**src/rtl/uart_parity_engine.sv**
```systemverilog
// Parity and LRC block-check stage feeding the UART serializer.
// Masks each word to the active length, adds a parity bit, optionally appends a block LRC word.
module uart_parity_engine #(
  parameter int DATA_WIDTH = 8,
  parameter int FRAME_W    = 4,
  parameter int LEN_W      = $clog2(DATA_WIDTH + 1)
) (
  input  logic                  CLK,
  input  logic                  RST,
  input  logic [DATA_WIDTH-1:0] IN_DATA,
  input  logic                  IN_VALID,
  output logic                  IN_READY,
  input  logic                  PAR_EN,
  input  logic [1:0]            PAR_MODE,
  input  logic [LEN_W-1:0]      DATA_LEN,
  input  logic [FRAME_W-1:0]    FRAME_LEN,
  output logic [DATA_WIDTH-1:0] OUT_DATA,
  output logic                  OUT_PAR,
  output logic                  OUT_LRC,
  output logic                  OUT_VALID,
  input  logic                  OUT_READY,
  output logic                  BUSY
);

  typedef enum logic [1:0] {IDLE, ACCUM, EMIT} state_t;

  state_t                 state;
  logic [FRAME_W-1:0]     cnt;
  logic [DATA_WIDTH-1:0]  acc;
  logic                   cfg_par_en;
  logic [1:0]             cfg_par_mode;
  logic [LEN_W-1:0]       cfg_data_len;
  logic [FRAME_W-1:0]     cfg_frame_len;

  logic                   in_fire;
  logic                   out_free;
  logic                   sel_par_en;
  logic [1:0]             sel_par_mode;
  logic [LEN_W-1:0]       sel_data_len;
  logic [DATA_WIDTH-1:0]  masked;
  logic [FRAME_W:0]       cnt_inc;

  function automatic logic [DATA_WIDTH-1:0] mask_word(input logic [DATA_WIDTH-1:0] d,
                                                      input logic [LEN_W-1:0] len);
    logic [DATA_WIDTH-1:0] m;
    m = '0;
    for (int i = 0; i < DATA_WIDTH; i++)
      m[i] = (len == '0) || (int'(len) > DATA_WIDTH) || (i < int'(len));
    return d & m;
  endfunction

  function automatic logic parity_bit(input logic [DATA_WIDTH-1:0] d, input logic en,
                                      input logic [1:0] mode);
    logic p;
    p = 1'b0;
    if (en) begin
      case (mode)
        2'b00:   p = ^d;
        2'b01:   p = ~(^d);
        2'b10:   p = 1'b1;
        default: p = 1'b0;
      endcase
    end
    return p;
  endfunction

  // A word accepted in IDLE starts a block and must already use the incoming config.
  assign sel_par_en   = (state == IDLE) ? PAR_EN   : cfg_par_en;
  assign sel_par_mode = (state == IDLE) ? PAR_MODE : cfg_par_mode;
  assign sel_data_len = (state == IDLE) ? DATA_LEN : cfg_data_len;

  assign out_free = !OUT_VALID || OUT_READY;
  assign IN_READY = (state != EMIT) && out_free;
  assign in_fire  = IN_VALID && IN_READY;
  assign masked   = mask_word(IN_DATA, sel_data_len);
  assign cnt_inc  = {1'b0, cnt} + 1'b1;
  assign BUSY     = (state != IDLE) || OUT_VALID;

  always_ff @(posedge CLK or negedge RST) begin
    if (!RST) begin
      state         <= IDLE;
      cnt           <= '0;
      acc           <= '0;
      cfg_par_en    <= 1'b0;
      cfg_par_mode  <= '0;
      cfg_data_len  <= '0;
      cfg_frame_len <= '0;
      OUT_DATA      <= '0;
      OUT_PAR       <= 1'b0;
      OUT_LRC       <= 1'b0;
      OUT_VALID     <= 1'b0;
    end else begin
      if (in_fire) begin
        OUT_DATA  <= masked;
        OUT_PAR   <= parity_bit(masked, sel_par_en, sel_par_mode);
        OUT_LRC   <= 1'b0;
        OUT_VALID <= 1'b1;
      end else if (state == EMIT && out_free) begin
        OUT_DATA  <= acc;
        OUT_PAR   <= parity_bit(acc, cfg_par_en, cfg_par_mode);
        OUT_LRC   <= 1'b1;
        OUT_VALID <= 1'b1;
      end else if (OUT_VALID && OUT_READY) begin
        OUT_VALID <= 1'b0;
      end

      case (state)
        IDLE: begin
          if (in_fire) begin
            cfg_par_en    <= PAR_EN;
            cfg_par_mode  <= PAR_MODE;
            cfg_data_len  <= DATA_LEN;
            cfg_frame_len <= FRAME_LEN;
            if (FRAME_LEN == FRAME_W'(1)) begin
              acc   <= masked;
              cnt   <= FRAME_W'(1);
              state <= EMIT;
            end else if (FRAME_LEN != '0) begin
              acc   <= masked;
              cnt   <= FRAME_W'(1);
              state <= ACCUM;
            end else begin
              acc <= '0;
              cnt <= '0;
            end
          end
        end
        ACCUM: begin
          if (in_fire) begin
            acc <= acc ^ masked;
            cnt <= cnt_inc[FRAME_W-1:0];
            if (cnt_inc == {1'b0, cfg_frame_len}) state <= EMIT;
          end
        end
        EMIT: begin
          if (out_free) begin
            acc   <= '0;
            cnt   <= '0;
            state <= IDLE;
          end
        end
        default: state <= IDLE;
      endcase
    end
  end

endmodule

```
**config.mk**
```make
export PLATFORM = sky130hd
export DESIGN_NAME = uart_parity_engine
export DESIGN_NICKNAME = d
export VERILOG_FILES = /design/src/rtl/uart_parity_engine.sv
export SDC_FILE = /design/constraint.sdc
export NUM_CORES = 1
export LEC_CHECK = 0
export BUFFER_PORTS_ARGS = -buffer_cell sky130_fd_sc_hd__buf_4
export CORE_MARGIN = 2
export CORE_UTILIZATION = 45
export CTS_CLUSTER_SIZE = 28
export DETAILED_ROUTE_END_ITERATION = 10
export PLACE_DENSITY = 0.76
export SLEW_MARGIN = 20
export SYNTH_ARGS = -nofsm -noshare
export SYNTH_HDL_FRONTEND = slang
export SYNTH_SLANG_ARGS = --single-unit
```
**constraint.sdc**
```tcl
create_clock -name CLK -period 2.7 [get_ports CLK]
set_input_delay 0.405 -clock CLK [delete_from_list [all_inputs] [get_ports CLK]]
set_output_delay 0.405 -clock CLK [all_outputs]
set_load 0.005 [all_outputs]
```
Yosys cells after proc, flatten, opt, wreduce, memory -nomap -nowiden. Cells that the tools add are included. W data, S select, Z words.

Add/sub/neg operators: 1. Magnitude comparators: 9. Equal/unequal tests: 14. Multiplexer cells: 35. Bitwise operators: 4. Reduce and logical (&&, ||, !) cells: 30.

Operators by type and width (number): $mux W8 (7); $pmux W8 S3 (1); $lt A3 B4 Y1 const A (4); $mux W4 (4); $reduce_xor A8 Y1 (2); $mux W2 (7); $mux W1 (12); $pmux W4 S3 (1); $logic_or A1 B1 Y1 (11); $ne A2 B2 Y1 const B (5); $and A8 B8 Y8 (1); $lt A1 B4 Y1 const A (2); $lt A2 B4 Y1 const A (2); $xor A8 B8 Y8 (1); $eq A2 B1 Y1 const B (3); $eq A2 B2 Y1 const B (3); $logic_not A2 Y1 (3); $pmux W1 S3 (2); $pmux W2 S3 (1); $reduce_bool A3 Y1 (2); $add A4 B1 Y5 const B (1); $eq A5 B4 Y1 (1); $reduce_and A5 Y1 (1); $eq A4 B1 Y1 const B (1); other kinds (10) (15).

Flip-flop bits (word level): 36. Bits of input ports: 23. Logic and storage cells: 104.

Depth between registers and ports, before layout. Gate-level depths: netlist (run 1).

Depth after elaboration: 11. Gate-level depth with buffers: 11. Mapped depth without buffers: 10.

Worst setup path after synthesis (run 1). No wires, ideal clock.

Kind: register to register. Start point: reg state[0]. End point: reg OUT_PAR. Arrival: 2.389 ns. Data required time: 2.597 ns. Path slack: 0.207 ns. Stages on the path, launching flop included: 11. Path buffers: 1. Clock period less this slack: 2.493 ns. Cells stage by stage: dfrtp_1 > inv_1 > ha_1 > buf_6 > mux2_4 > nor4_4 > o221ai_2 > xnor2_2 > xnor2_1 > o21a_1 > o41ai_2.

Cells in the longest elaborated chain, start to end: 11. Elaborated cells between the ends (all ways): 38. Those cells by class: 9 x order compare; 4 x eq/ne; 6 x mux; 2 x bitwise; 17 x reduce/logical.

Ends and longest elaborated chain: start, declared (line 27) `state_t state;`; start signal, assigned (line 81) `state <= IDLE;`; start signal, assigned (line 117) `state <= EMIT;`; start signal, assigned (line 121) `state <= ACCUM;`; $logic_not A2 Y1 (line 68, 69, 70); $mux W4 (line 70) `assign sel_data_len = (state == IDLE) ? DATA_LEN : cfg_data_len;`; $gt A4 B4 Y1 or $logic_not A4 Y1 (tied branches) (line 48) `m[i] = (len == '0) || (int'(len) > DATA_WIDTH) || (i < int'(len));`; $logic_or A1 B1 Y1 (2 in a row) (line 48); $and A8 B8 Y8 (line 49) `return d & m;`; $reduce_xor A8 Y1 (line 58, 59); $not A1 Y1 (line 59) `2'b01: p = ~(^d);`; $pmux W1 S3 (line 57) `case (mode)`; $mux W1 (line 56) `if (en) begin`; $mux W1 (line 93) `if (in_fire) begin`; end signal, assigned (line 95) `OUT_PAR <= parity_bit(masked, sel_par_en, sel_par_mode);`; end signal, assigned (line 100) `OUT_PAR <= parity_bit(acc, cfg_par_en, cfg_par_mode);`; end, declared (line 18) `output logic OUT_PAR,`.

Parallel ways exist; a longest one is shown, timed or not. A chain may end at the register's enable or synchronous reset.

Worst setup path after layout (run 1). Ends and elaborated chain as after synthesis.

==> results of run 1 <==
[state kept, by name, indices dropped and copies added (netlist names)]
register	cells
OUT_DATA	8
OUT_LRC	1
OUT_PAR	1
OUT_VALID	1
acc	8
cfg_data_len	4
cfg_frame_len	4
cfg_par_en	1
cfg_par_mode	2
cnt	4
state	2
[cell families (layout without fill, tap and decap cells)]
kind of cell,Yosys count,count (layout)
AOI/OAI and AO/OA,72,72
DFF,36,36
buffers and inverters,15,58
xor gates and xnor gates,21,21
muxes,21,21
adders and majority gates,5,5
and+or+nand+nor,64,64
[power by group]
part	switching, mW	internal [mW]	leakage [nW]
Combinational	1.11	1.04	0.717
Sequential	0.208	0.776	0.445
Clock	0.191	0.184	0.0424
Total	1.51	2.00	1.20
[worst reg2reg max path, stage by stage (launching register included)]
cell      delay, ns
dfrtp_1        0.41
inv_1          0.16
ha_4           0.20
buf_4          0.18
mux2_4         0.35
nor4_4         0.29
o221ai_2       0.16
xnor2_2        0.15
xnor2_1        0.14
o21a_1         0.20
o41ai_2        0.26
[layout make-up]
| cell class | instances | share of cell area, % |
|---|---|---|
| clock buffer | 7 | 2.80 |
| clock inverter | 1 | 0.321 |
| inverter | 6 | 0.825 |
| multi-input combinational | 183 | 47.9 |
| sequential | 36 | 33.0 |
| tap | 67 | 3.07 |
| timing repair buffer | 44 | 12.1 |
[worst max-delay path by stage]
stage / slack (ns) / from / depth (start not counted) / end
final: 0.13 / state[0]$_DFFE_PN0P_ / 10 / OUT_PAR$_DFFE_PN0P_
after detailed placement: 0.02 / state[0]$_DFFE_PN0P_ / 11 / OUT_PAR$_DFFE_PN0P_
after floorplan: 0.21 / state[0]$_DFFE_PN0P_ / 10 / OUT_PAR$_DFFE_PN0P_
after global placement: 0.11 / state[0]$_DFFE_PN0P_ / 10 / OUT_PAR$_DFFE_PN0P_
after global routing: 0.02 / state[0]$_DFFE_PN0P_ / 11 / OUT_PAR$_DFFE_PN0P_
after CTS: 0.005 / state[0]$_DFFE_PN0P_ / 11 / OUT_PAR$_DFFE_PN0P_
[through the flow]
step	total power, mW	area, µm²	utilization (%)	setup slack (ns)
4_1_cts	3.46	2700	56.8	0.00483
2_1_floorplan	2.47	2240	-	0.207
3_3_place_gp	3.01	2620	55.1	0.113
3_5_place_dp	3.07	2620	55.1	0.0204
6_report	3.51	2730	57.4	0.129
5_1_grt	3.80	2730	57.4	0.0154
[what timing repair did]
action,in CTS,in global routing
endpoints found under the setup margin,0,3
resized for setup,0,4
hold endpoints to repair,0,0
[metal layers]
metal | part of all wire [%] | vias to the layer above | track usage, % | wire length [µm]
met2 | 44 | 64 | 30.0 | 2290
met1 | 48 | 920 | 28.4 | 2450
met4 | 1.3 | 0 | 6.15 | 65
met5 | 0 | - | 0 | 0
li1 | - | 930 | - | -
met3 | 6.6 | 7 | 4.82 | 338
[synthesized netlist by cell type]
cell type and count:
a21boi_0 2, a21oi_1 10, nor3b_1 2, a32o_1 7, o31ai_1 1, a211oi_1 1
a22o_1 2, mux2_2 14, a21o_1 5, clkbuf_1 8, and2_1 3, ha_1 5
o41ai_1 1, xnor2_2 1, o22ai_1 7, a31oi_1 2, dfrtp_1 36, nand2b_1 2
and3_1 1, o21ai_0 24, nor2_1 20, o221ai_2 1, nor4_4 1, nor3_1 5
inv_1 6, mux2_4 1, xor2_1 7, nor2b_1 2, o41ai_2 1, a211o_1 1
mux2i_1 5, a22oi_1 1, xnor2_1 13, nand4_1 1, buf_6 1, nand3_1 5
o211ai_1 1, a32oi_1 1, o21a_1 3, mux2i_2 1, or3_1 1, nand2_1 21
a221o_1 1
==> summary.md, run 1 <==
| Metric | Value |
|---|---|
| Synth Area in Compound Gates | `21.7%` |
| Seq cells post-synth | `36` |
| Maximum VDD drop | `0.617 mV` |
| P_leak | `1.20 nW` |
| Largest cells by area after synthesis | `dfrtp_1 40%, mux2_2 7.0%, o21ai_0 5.4%` |
| Die Wd | `74.6 µm` |
| Setup crit start kind | `register` |
| WHS | `0.0616 ns` |
| Max-slew headroom | `63.3%` |
| Pin count of the biggest net entering global routing | `37` |
| Vias per Instance | `5.58` |
| Post-CTS Setup Repair Bufs | `0` |
| Starting Density | `47.2%` |
| Sequential fraction of the synthesis area | `40.1%` |
| Worst Tran Pin Value | `0.546 ns` |
| Synth Area per Inst | `9.59 µm²` |
| Final period utilization | `95.2%` |
| CP bufs+invs | `2` |
| First-pass GRT wire length | `8.40 mm` |
| CTS Buf Count | `5` |
| Clock root buffer | `clkbuf_8` |
| Die Y-Extent | `74.6 µm` |
| Crit path kind | `register to register` |
| Number of I/O port buffers | `35` |
| Routability cong. | `0.895` |
| Final setup viols | `0` |
| Cell family with most CP delay | `compound AO/OA/AOI/OAI gates` |
| Final Hold Fails | `0` |
| Synth Area in Simple Gates | `13.5%` |
| Leading area contributor after synthesis | `dfrtp_1` |
| Post-DR wirelength/cell | `15.0 µm` |
| Synth Area in XOR/XNOR | `8.53%` |
| RSZ-0062 raised after global routing | `false` |
| Unique masters post-synth | `43` |
| Largest family of logic cells by synthesized area | `compound AO/OA/AOI/OAI gates` |
| Worst min path class | `primary input to async pin` |
| Fmax | `389 MHz` |
| Worst-path fanout max | `8` |
| I/O pin cnt | `36` |
| Total global-route track usage | `19.9%` |
| Die area | `5570 µm²` |
| Finished Layout Cells | `344` |
| Total global routing overflow | `0` |
| Iter 0 DRT Violations | `153` |
| H-tree depth | `2` |
| Arrival time at the worst endpoint | `2.76 ns` |
| Multi-input gate area | `1310 µm²` |
| Register-to-Register Path Depth | `10` |
| Reg area | `901 µm²` |
| Max-Cap Viols | `0` |
| Synthesis warning total | `0` |
| Post-synthesis mux area share | `10.5%` |
| CP peak stage delay | `0.41 ns` |
| Reg-to-Reg End | `OUT_PAR$_DFFE_PN0P_` |
| Initial antenna violation count | `0` |
| Layout cells sized above 1 | `26.0%` |
| Number of global-route vias before repair | `1,750` |
| Hpwl dp | `3.95 mm` |
| DR vias | `1,921` |
| FILL cells | `455` |
| Post-Route WL | `5.15 mm` |
| Synth Area in Adders | `2.79%` |
| Dpl cells | `336` |
| Critical-path cell list | `inv_1 > ha_4 > buf_4 > mux2_4 > nor4_4 > o221ai_2 > xnor2_2 > xnor2_1 > o21a_1 > o41ai_2` |
| Slew Limit Fails | `0` |
| Worst R2R Setup Slack | `0.13 ns` |
| Pwr/cell area | `1290 nW/µm²` |
| Setup_tns | `0 ns` |
| Syn nets | `262` |
| Reg clk slew, reported paths | `0.07 ns` |
| Most common cell after layout, fill and taps aside | `buf_4` |
| Reg-to-reg startpoint | `state[0]$_DFFE_PN0P_` |
| Residual DRC | `0` |
| Antenna-violating nets left | `0` |
| Most frequent cells in the layout | `44 x buf_4, 36 x dfrtp_1, 24 x o21ai_0` |
| # diodes | `0` |
| Hold_buf cts | `0` |
| Row cnt | `25` |
| Cell Area, Synth | `2240 µm²` |
| Layout net count | `304` |
| DRT Pass-1 Iters | `4` |
| Worst Path Required | `2.89 ns` |
| Clk Latency, worst-skew pair | `0.29 ns` |
| P&R area growth vs syn | `21.6%` |
| CTS sink cnt | `36` |
| CTS Buffer Depth | `2` |
| Synth top area share | `40.1%` |
| Gate count after technology mapping | `234` |
| Endpoint type of the worst setup path | `register` |
| Min cycle time layout | `2.57 ns` |
| Slowest cell on the critical path | `dfrtp_1` |
| Core area | `4750 µm²` |
| Max Clock Skew | `0.00935 ns` |
| CTS tree | `yes` |
| Status | `completed` |
No activity file was read; power rests on OpenSTA's default activity.
==> run 2, diff against run 1 <==
--- a/config.mk
+++ b/config.mk
@@ -6,11 +6,12 @@
 export NUM_CORES = 1
 export LEC_CHECK = 0
 export BUFFER_PORTS_ARGS = -buffer_cell sky130_fd_sc_hd__buf_4
+export CAP_MARGIN = 5
 export CORE_MARGIN = 2
-export CORE_UTILIZATION = 45
+export CORE_UTILIZATION = 51
 export CTS_CLUSTER_SIZE = 28
 export DETAILED_ROUTE_END_ITERATION = 10
-export PLACE_DENSITY = 0.76
+export PLACE_DENSITY = 0.83
 export SLEW_MARGIN = 20
 export SYNTH_ARGS = -nofsm -noshare
 export SYNTH_HDL_FRONTEND = slang
==> summary.md, run 2 (synthesis results as in run 1) <==
| Metric | Value |
|---|---|
| Clk Latency, worst-skew pair | `0.29 ns (about the same)` |
| Post-CTS Setup Repair Bufs | `0 (unchanged)` |
| Endpoint type of the worst setup path | `register (unchanged)` |
| Core area | `4290 µm² (was 4750 µm²)` |
| CP peak stage delay | `0.37 ns (was 0.41 ns)` |
| Post-Route WL | `5.39 mm (was 5.15 mm)` |
| Min cycle time layout | `2.52 ns (was 2.57 ns)` |
| Hold_buf cts | `0 (unchanged)` |
| Hpwl dp | `3.94 mm (was 3.95 mm)` |
| DRT Pass-1 Iters | `6 (was 4)` |
| Pwr/cell area | `1300 nW/µm² (was 1290 nW/µm²)` |
| Cell family with most CP delay | `compound AO/OA/AOI/OAI gates (unchanged)` |
| Max-slew headroom | `64.6% (was 63.3%)` |
| CTS Buffer Depth | `2 (unchanged)` |
| Multi-input gate area | `1300 µm² (was 1310 µm²)` |
| Slowest cell on the critical path | `dfrtp_1 (unchanged)` |
| Status | `completed (unchanged)` |
| Most frequent cells in the layout | `47 x buf_4, 36 x dfrtp_1, 24 x o21ai_0 (was 44 x buf_4, 36 x dfrtp_1, 24 x o21ai_0)` |
| Met1 wire length | `2.39 mm (was 2.45 mm)` |
| Slew Limit Fails | `0 (unchanged)` |
| Post-route cell area | `2720 µm² (was 2730 µm²)` |
| Routed wl met2 | `2.50 mm (was 2.29 mm)` |
| DP Area | `2620 µm² (about the same)` |
| Iter 0 DRT Violations | `179 (was 153)` |
| Starting Density | `52.3% (was 47.2%)` |
| Crit path kind | `register to register (unchanged)` |
| Layout net count | `307 (was 304)` |
| Post-DR wirelength/cell | `16.3 µm (was 15.0 µm)` |
| Total global-route track usage | `22.8% (was 19.9%)` |
| Worst Tran Pin Value | `0.526 ns (was 0.546 ns)` |
| Final Hold Fails | `0 (unchanged)` |
| Number of I/O port buffers | `35 (unchanged)` |
| Total global routing overflow | `0 (unchanged)` |
| Die Wd | `70.3 µm (was 74.6 µm)` |
| First-pass GRT wire length | `8.91 mm (was 8.40 mm)` |
| Worst Path Required | `2.89 ns (about the same)` |
| Antenna-violating nets left | `0 (unchanged)` |
| FILL cells | `377 (was 455)` |
| Top routing layer in use | `met4 (unchanged)` |
| P_leak | `1.22 nW (was 1.20 nW)` |
| Final setup viols | `0 (unchanged)` |
| I/O pin cnt | `36 (unchanged)` |
| Setup crit start kind | `register (unchanged)` |
| Layout cells sized above 1 | `26.9% (was 26.0%)` |
| Routability cong. | `0.913 (was 0.895)` |
| Worst-path fanout max | `9 (was 8)` |
| Reg area | `901 µm² (unchanged)` |
| Fmax | `397 MHz (was 389 MHz)` |
| Die area | `4950 µm² (was 5570 µm²)` |
| Pin count of the biggest net entering global routing | `37 (unchanged)` |
| Max-Cap Viols | `0 (unchanged)` |
| P&R area growth vs syn | `21.0% (was 21.6%)` |
| CTS resizes | `0 (unchanged)` |
| Top Registers | `OUT_DATA (8), acc (8) (unchanged)` |
| Reg clk slew, reported paths | `0.07 ns (about the same)` |
| DR vias | `1,996 (was 1,921)` |
| Vias per Instance | `6.03 (was 5.58)` |
| H-tree depth | `2 (unchanged)` |
| Number of global-route vias before repair | `1,858 (was 1,750)` |
| Residual DRC | `0 (unchanged)` |
| Arrival time at the worst endpoint | `2.71 ns (was 2.76 ns)` |
| Met3 routed WL | `378 µm (was 338 µm)` |
| CTS Buf Count | `5 (unchanged)` |
| CTS sink cnt | `36 (unchanged)` |
| Initial antenna violation count | `0 (unchanged)` |
| # diodes | `0 (unchanged)` |
| Row cnt | `24 (was 25)` |
| CTS tree | `yes (unchanged)` |
| Worst min path class | `primary input to async pin (unchanged)` |
| Core Util, Final | `63.3% (was 57.4%)` |
| Maximum VDD drop | `0.621 mV (was 0.617 mV)` |
| Die Y-Extent | `70.3 µm (was 74.6 µm)` |
| Critical-path cell list | `inv_1 > ha_4 > buf_4 > mux2_4 > nor4_4 > o221ai_2 > xnor2_2 > xnor2_1 > o21a_1 > o41ai_2 (unchanged)` |
| Max Clock Skew | `0.00525 ns (was 0.00935 ns)` |
| Final period utilization | `93.2% (was 95.2%)` |
| Clock root buffer | `clkbuf_8 (unchanged)` |
| CP bufs+invs | `2 (unchanged)` |
| Most common cell after layout, fill and taps aside | `buf_4 (unchanged)` |
==> run 2: cell types whose count changed in the layout (fill, tap and decap cells not counted) <==
cell	previous run	this run
mux2i_4	1	0
mux2i_2	0	1
clkinv_4	1	0
clkbuf_1	2	1
clkinv_2	0	1
buf_4	44	47
==> run 2: per-layer routing <==
metal	vias to the layer above	global-route usage, %
li1	938	-
met1	953	31.6
met2	92	35.4
met3	13	3.03
met4	0	10.7
met5	-	0
==> run 2: path summary, 6_finish.rpt <==
check,from,slack [ns],cells after the start,end
min reg2reg,OUT_LRC$_DFFE_PN0P_,0.48,2,OUT_LRC$_DFFE_PN0P_
min in group CLK,IN_VALID,0.33,2,OUT_VALID$_DFFE_PN0P_
min,RST,0.07,1,cfg_par_mode[1]$_DFFE_PN0P_
max,state[0]$_DFFE_PN0P_,0.18,10,OUT_PAR$_DFFE_PN0P_
max reg2reg,state[0]$_DFFE_PN0P_,0.18,10,OUT_PAR$_DFFE_PN0P_
max in group asynchronous,RST,2.31,1,acc[5]$_DFFE_PN0P_
==> run 2: cell type report <==
type	count	area share, %
multi-input cells	183	47.8
flip-flops and latches	36	33.2
repair buffers	47	13.0
clock buffers	6	2.67
inverters	6	0.829
well taps	52	2.40
clock inverters	1	0.184
==> run 2: per-stage QoR <==
step	cells	power, mW	setup WS [ns]	hold slack [ns]	TNS [ns]
finish	331	3.54	0.183	0.0656	0
global route	331	3.82	-0.00442	0.0970	-0.00442
CTS	331	3.47	0.00135	0.0790	0
detailed placement	324	3.10	0.0211	0.397	0
global placement	324	3.03	0.103	0.386	0
floorplan	234	2.47	0.207	0.109	0
==> run 2: power by group <==
group | internal (mW) | leakage, nW | switching, mW | total, mW
clock | 0.175 | 0.0410 | 0.193 | 0.369
sequential | 0.776 | 0.445 | 0.199 | 0.975
combinational | 1.06 | 0.732 | 1.13 | 2.20
total | 2.01 | 1.22 | 1.53 | 3.54
==> run 3, diff against run 2 <==
--- a/config.mk
+++ b/config.mk
@@ -8,10 +8,9 @@
 export BUFFER_PORTS_ARGS = -buffer_cell sky130_fd_sc_hd__buf_4
 export CAP_MARGIN = 5
 export CORE_MARGIN = 2
-export CORE_UTILIZATION = 51
+export CORE_UTILIZATION = 30
 export CTS_CLUSTER_SIZE = 28
 export DETAILED_ROUTE_END_ITERATION = 10
-export PLACE_DENSITY = 0.83
 export SLEW_MARGIN = 20
 export SYNTH_ARGS = -nofsm -noshare
 export SYNTH_HDL_FRONTEND = slang
==> constraint.sdc (replaced) <==
create_clock -name CLK -period 2.45 [get_ports CLK]
set_input_delay 0.3675 -clock CLK [delete_from_list [all_inputs] [get_ports CLK]]
set_output_delay 0.3675 -clock CLK [all_outputs]
set_load 0.005 [all_outputs]
==> summary.md, run 3 (synthesis results as in run 1) <==
| Metric | Value |
|---|---|
| Status | `completed (unchanged)` |
| H-tree depth | `2 (unchanged)` |
| Crit path kind | `register to register (unchanged)` |
| Clk network pwr share | `9.6% (was 10.4%)` |
| Hold_buf cts | `0 (unchanged)` |
| Most frequent cells in the layout | `51 x buf_4, 36 x dfrtp_1, 24 x o21ai_0 (was 47 x buf_4, 36 x dfrtp_1, 24 x o21ai_0)` |
| P_int | `2.38 mW (was 2.01 mW)` |
| CTS Buf Count | `5 (unchanged)` |
| Iter 0 DRT Violations | `93 (was 179)` |
| Final setup viols | `0 (unchanged)` |
| DRT Pass-1 Iters | `4 (was 6)` |
| RSZ-0062 raised after global routing | `false` |
| Reg area | `901 µm² (unchanged)` |
| Pre-CTS WS | `-0.0950 ns (was 0.0211 ns)` |
| Worst path depth | `12 (was 10)` |
| Multi-input gate area | `1380 µm² (was 1300 µm²)` |
| Min cycle time layout | `2.29 ns (was 2.52 ns)` |
| CTS sink cnt | `36 (unchanged)` |
| Reg clk slew, reported paths | `0.07 ns (about the same)` |
| CTS tree | `yes (unchanged)` |
| Initial antenna violation count | `0 (unchanged)` |
| Worst Tran Pin Value | `0.563 ns (was 0.526 ns)` |
| CP bufs+invs | `4 (was 2)` |
| Post-route cell area | `2900 µm² (was 2720 µm²)` |
| P_leak | `1.26 nW (was 1.22 nW)` |
| First-pass GRT wire length | `9.32 mm (was 8.91 mm)` |
| Psw | `1.77 mW (was 1.53 mW)` |
| Maximum VDD drop | `0.494 mV (was 0.621 mV)` |
| Arrival time at the worst endpoint | `2.48 ns (was 2.71 ns)` |
| CP peak stage delay | `0.39 ns (was 0.37 ns)` |
| Post-Route WL | `5.64 mm (was 5.39 mm)` |
| Layout net count | `312 (was 307)` |
| Max-slew headroom | `62.4% (was 64.6%)` |
| Number of global-route vias before repair | `1,885 (was 1,858)` |
| Final Hold Fails | `0 (unchanged)` |
| Die Y-Extent | `90.5 µm (was 70.3 µm)` |
| Most common cell after layout, fill and taps aside | `buf_4 (unchanged)` |
| Worst Path Required | `2.64 ns (was 2.89 ns)` |
| # diodes | `0 (unchanged)` |
| Max-Cap Viols | `0 (unchanged)` |
| Crit path setup slack, layout | `0.156 ns (was 0.183 ns)` |
| Endpoint type of the worst setup path | `register (unchanged)` |
| Final period utilization | `93.7% (was 93.2%)` |
| Slew Limit Fails | `0 (unchanged)` |
| Antenna-violating nets left | `0 (unchanged)` |
| Row cnt | `31 (was 24)` |
| Slowest cell on the critical path | `dfrtp_1 (unchanged)` |
| Cell family with most CP delay | `compound AO/OA/AOI/OAI gates (unchanged)` |
| Total global routing overflow | `0 (unchanged)` |
| Register-to-Register Path Depth | `12 (was 10)` |
| Pwr/cell area | `1430 nW/µm² (was 1300 nW/µm²)` |
| Share of power burned in registers | `26.2% (was 27.5%)` |
| DR vias | `1,939 (was 1,996)` |
| Hpwl dp | `4.19 mm (was 3.94 mm)` |
| Sw frac | `42.7% (was 43.1%)` |
| Clk Latency, worst-skew pair | `0.28 ns (was 0.29 ns)` |
| Max Clock Skew | `0.00358 ns (was 0.00525 ns)` |
| Top Registers | `OUT_DATA (8), acc (8) (unchanged)` |
| P&R area growth vs syn | `29.3% (was 21.0%)` |
| Finished Layout Cells | `383 (was 331)` |
| Starting Density | `30.9% (was 52.3%)` |
| Residual DRC | `0 (unchanged)` |
| Setup_tns | `0 ns (unchanged)` |
| Number of I/O port buffers | `35 (unchanged)` |
| Worst-path fanout max | `6 (was 9)` |
| I/O pin cnt | `36 (unchanged)` |
| Clock root buffer | `clkbuf_8 (unchanged)` |
| Total global-route track usage | `14.2% (was 22.8%)` |
| Fmax | `436 MHz (was 397 MHz)` |
| Vias per Instance | `5.06 (was 6.03)` |
| Core area | `7250 µm² (was 4290 µm²)` |
| Combinational Power Share | `64.2% (was 62.1%)` |
| Total Power | `4.15 mW (was 3.54 mW)` |
| FILL cells | `736 (was 377)` |
| Layout cells sized above 1 | `31.7% (was 26.9%)` |
| CTS Buffer Depth | `2 (unchanged)` |
| Post-DR wirelength/cell | `14.7 µm (was 16.3 µm)` |
| Worst min path class | `primary input to async pin (unchanged)` |
| Setup crit start kind | `register (unchanged)` |
| Die area | `8190 µm² (was 4950 µm²)` |
| Dpl cells | `375 (was 324)` |
| DP Area | `2710 µm² (was 2620 µm²)` |
| Pin count of the biggest net entering global routing | `37 (unchanged)` |
| Routability cong. | `0.865 (was 0.913)` |
| Die Wd | `90.5 µm (was 70.3 µm)` |
| Critical-path cell list | `inv_2 > ha_4 > buf_6 > buf_4 > mux2i_4 > nor3_1 > a211oi_1 > buf_4 > xnor2_2 > xnor2_2 > o21a_1 > o41ai_2 (was inv_1 > ha_4 > buf_4 > mux2_4 > nor4_4 > o221ai_2 > xnor2_2 > xnor2_1 > o21a_1 > o41ai_2)` |
-- run 3: changes by cell type in the layout (fill, tap and decap cells not counted), sizes merged --
cell	delta
buf	+5
-- run 3: final timing paths --
| check | from | to | slack, ns |
|---|---|---|---|
| max | state[1]$_DFFE_PN0P_ | OUT_PAR$_DFFE_PN0P_ | 0.16 |
| min | RST | cnt[2]$_DFFE_PN0P_ | 0.03 |
| max reg2reg | state[1]$_DFFE_PN0P_ | OUT_PAR$_DFFE_PN0P_ | 0.16 |
| min reg2reg | OUT_LRC$_DFFE_PN0P_ | OUT_LRC$_DFFE_PN0P_ | 0.48 |
| max in group asynchronous | RST | OUT_DATA[2]$_DFFE_PN0P_ | 2.08 |
| min in group CLK | IN_VALID | OUT_VALID$_DFFE_PN0P_ | 0.29 |
-- run 3: what timing repair did --
action	CTS	global route
setup endpoints to repair	1	2
hold endpoints to repair	0	0
setup buffers	0	1
pin swaps	0	6
gates resized for setup	2	19
-- run 3: cell type report --
class	count	share of cell area, %
inverter	6	0.776
sequential	36	31.0
timing repair buffer	52	13.6
clock buffer	6	2.50
multi-input combinational	183	47.7
clock inverter	1	0.172
tap	99	4.27
-- run 3: stage by stage --
stage | hold slack (ns) | utilization, %
detailed placement | 0.364 | 37.4
global route | 0.0692 | 40.0
global placement | 0.365 | 37.4
finish | 0.0350 | 40.0
floorplan | 0.0719 | -
CTS | 0.0556 | 38.7
-- run 3: routing by layer --
layer	up-vias	track usage, %	share of wire [%]
met5	-	0	0
met4	0	4.74	0.73
met3	2	3.01	4.2
met2	47	22.1	46
met1	938	19.6	49
li1	952	-	-
-- run 3: power by group through the flow --
stage | combinational, mW | sequential, mW | clock, mW
6_report | 2.66 | 1.09 | 0.398
4_1_cts | 2.46 | 1.07 | 0.413
3_3_place_gp | 2.37 | 1.07 | 0
3_5_place_dp | 2.41 | 1.08 | 0
2_1_floorplan | 1.68 | 1.04 | 0
5_1_grt | 2.94 | 1.13 | 0.437
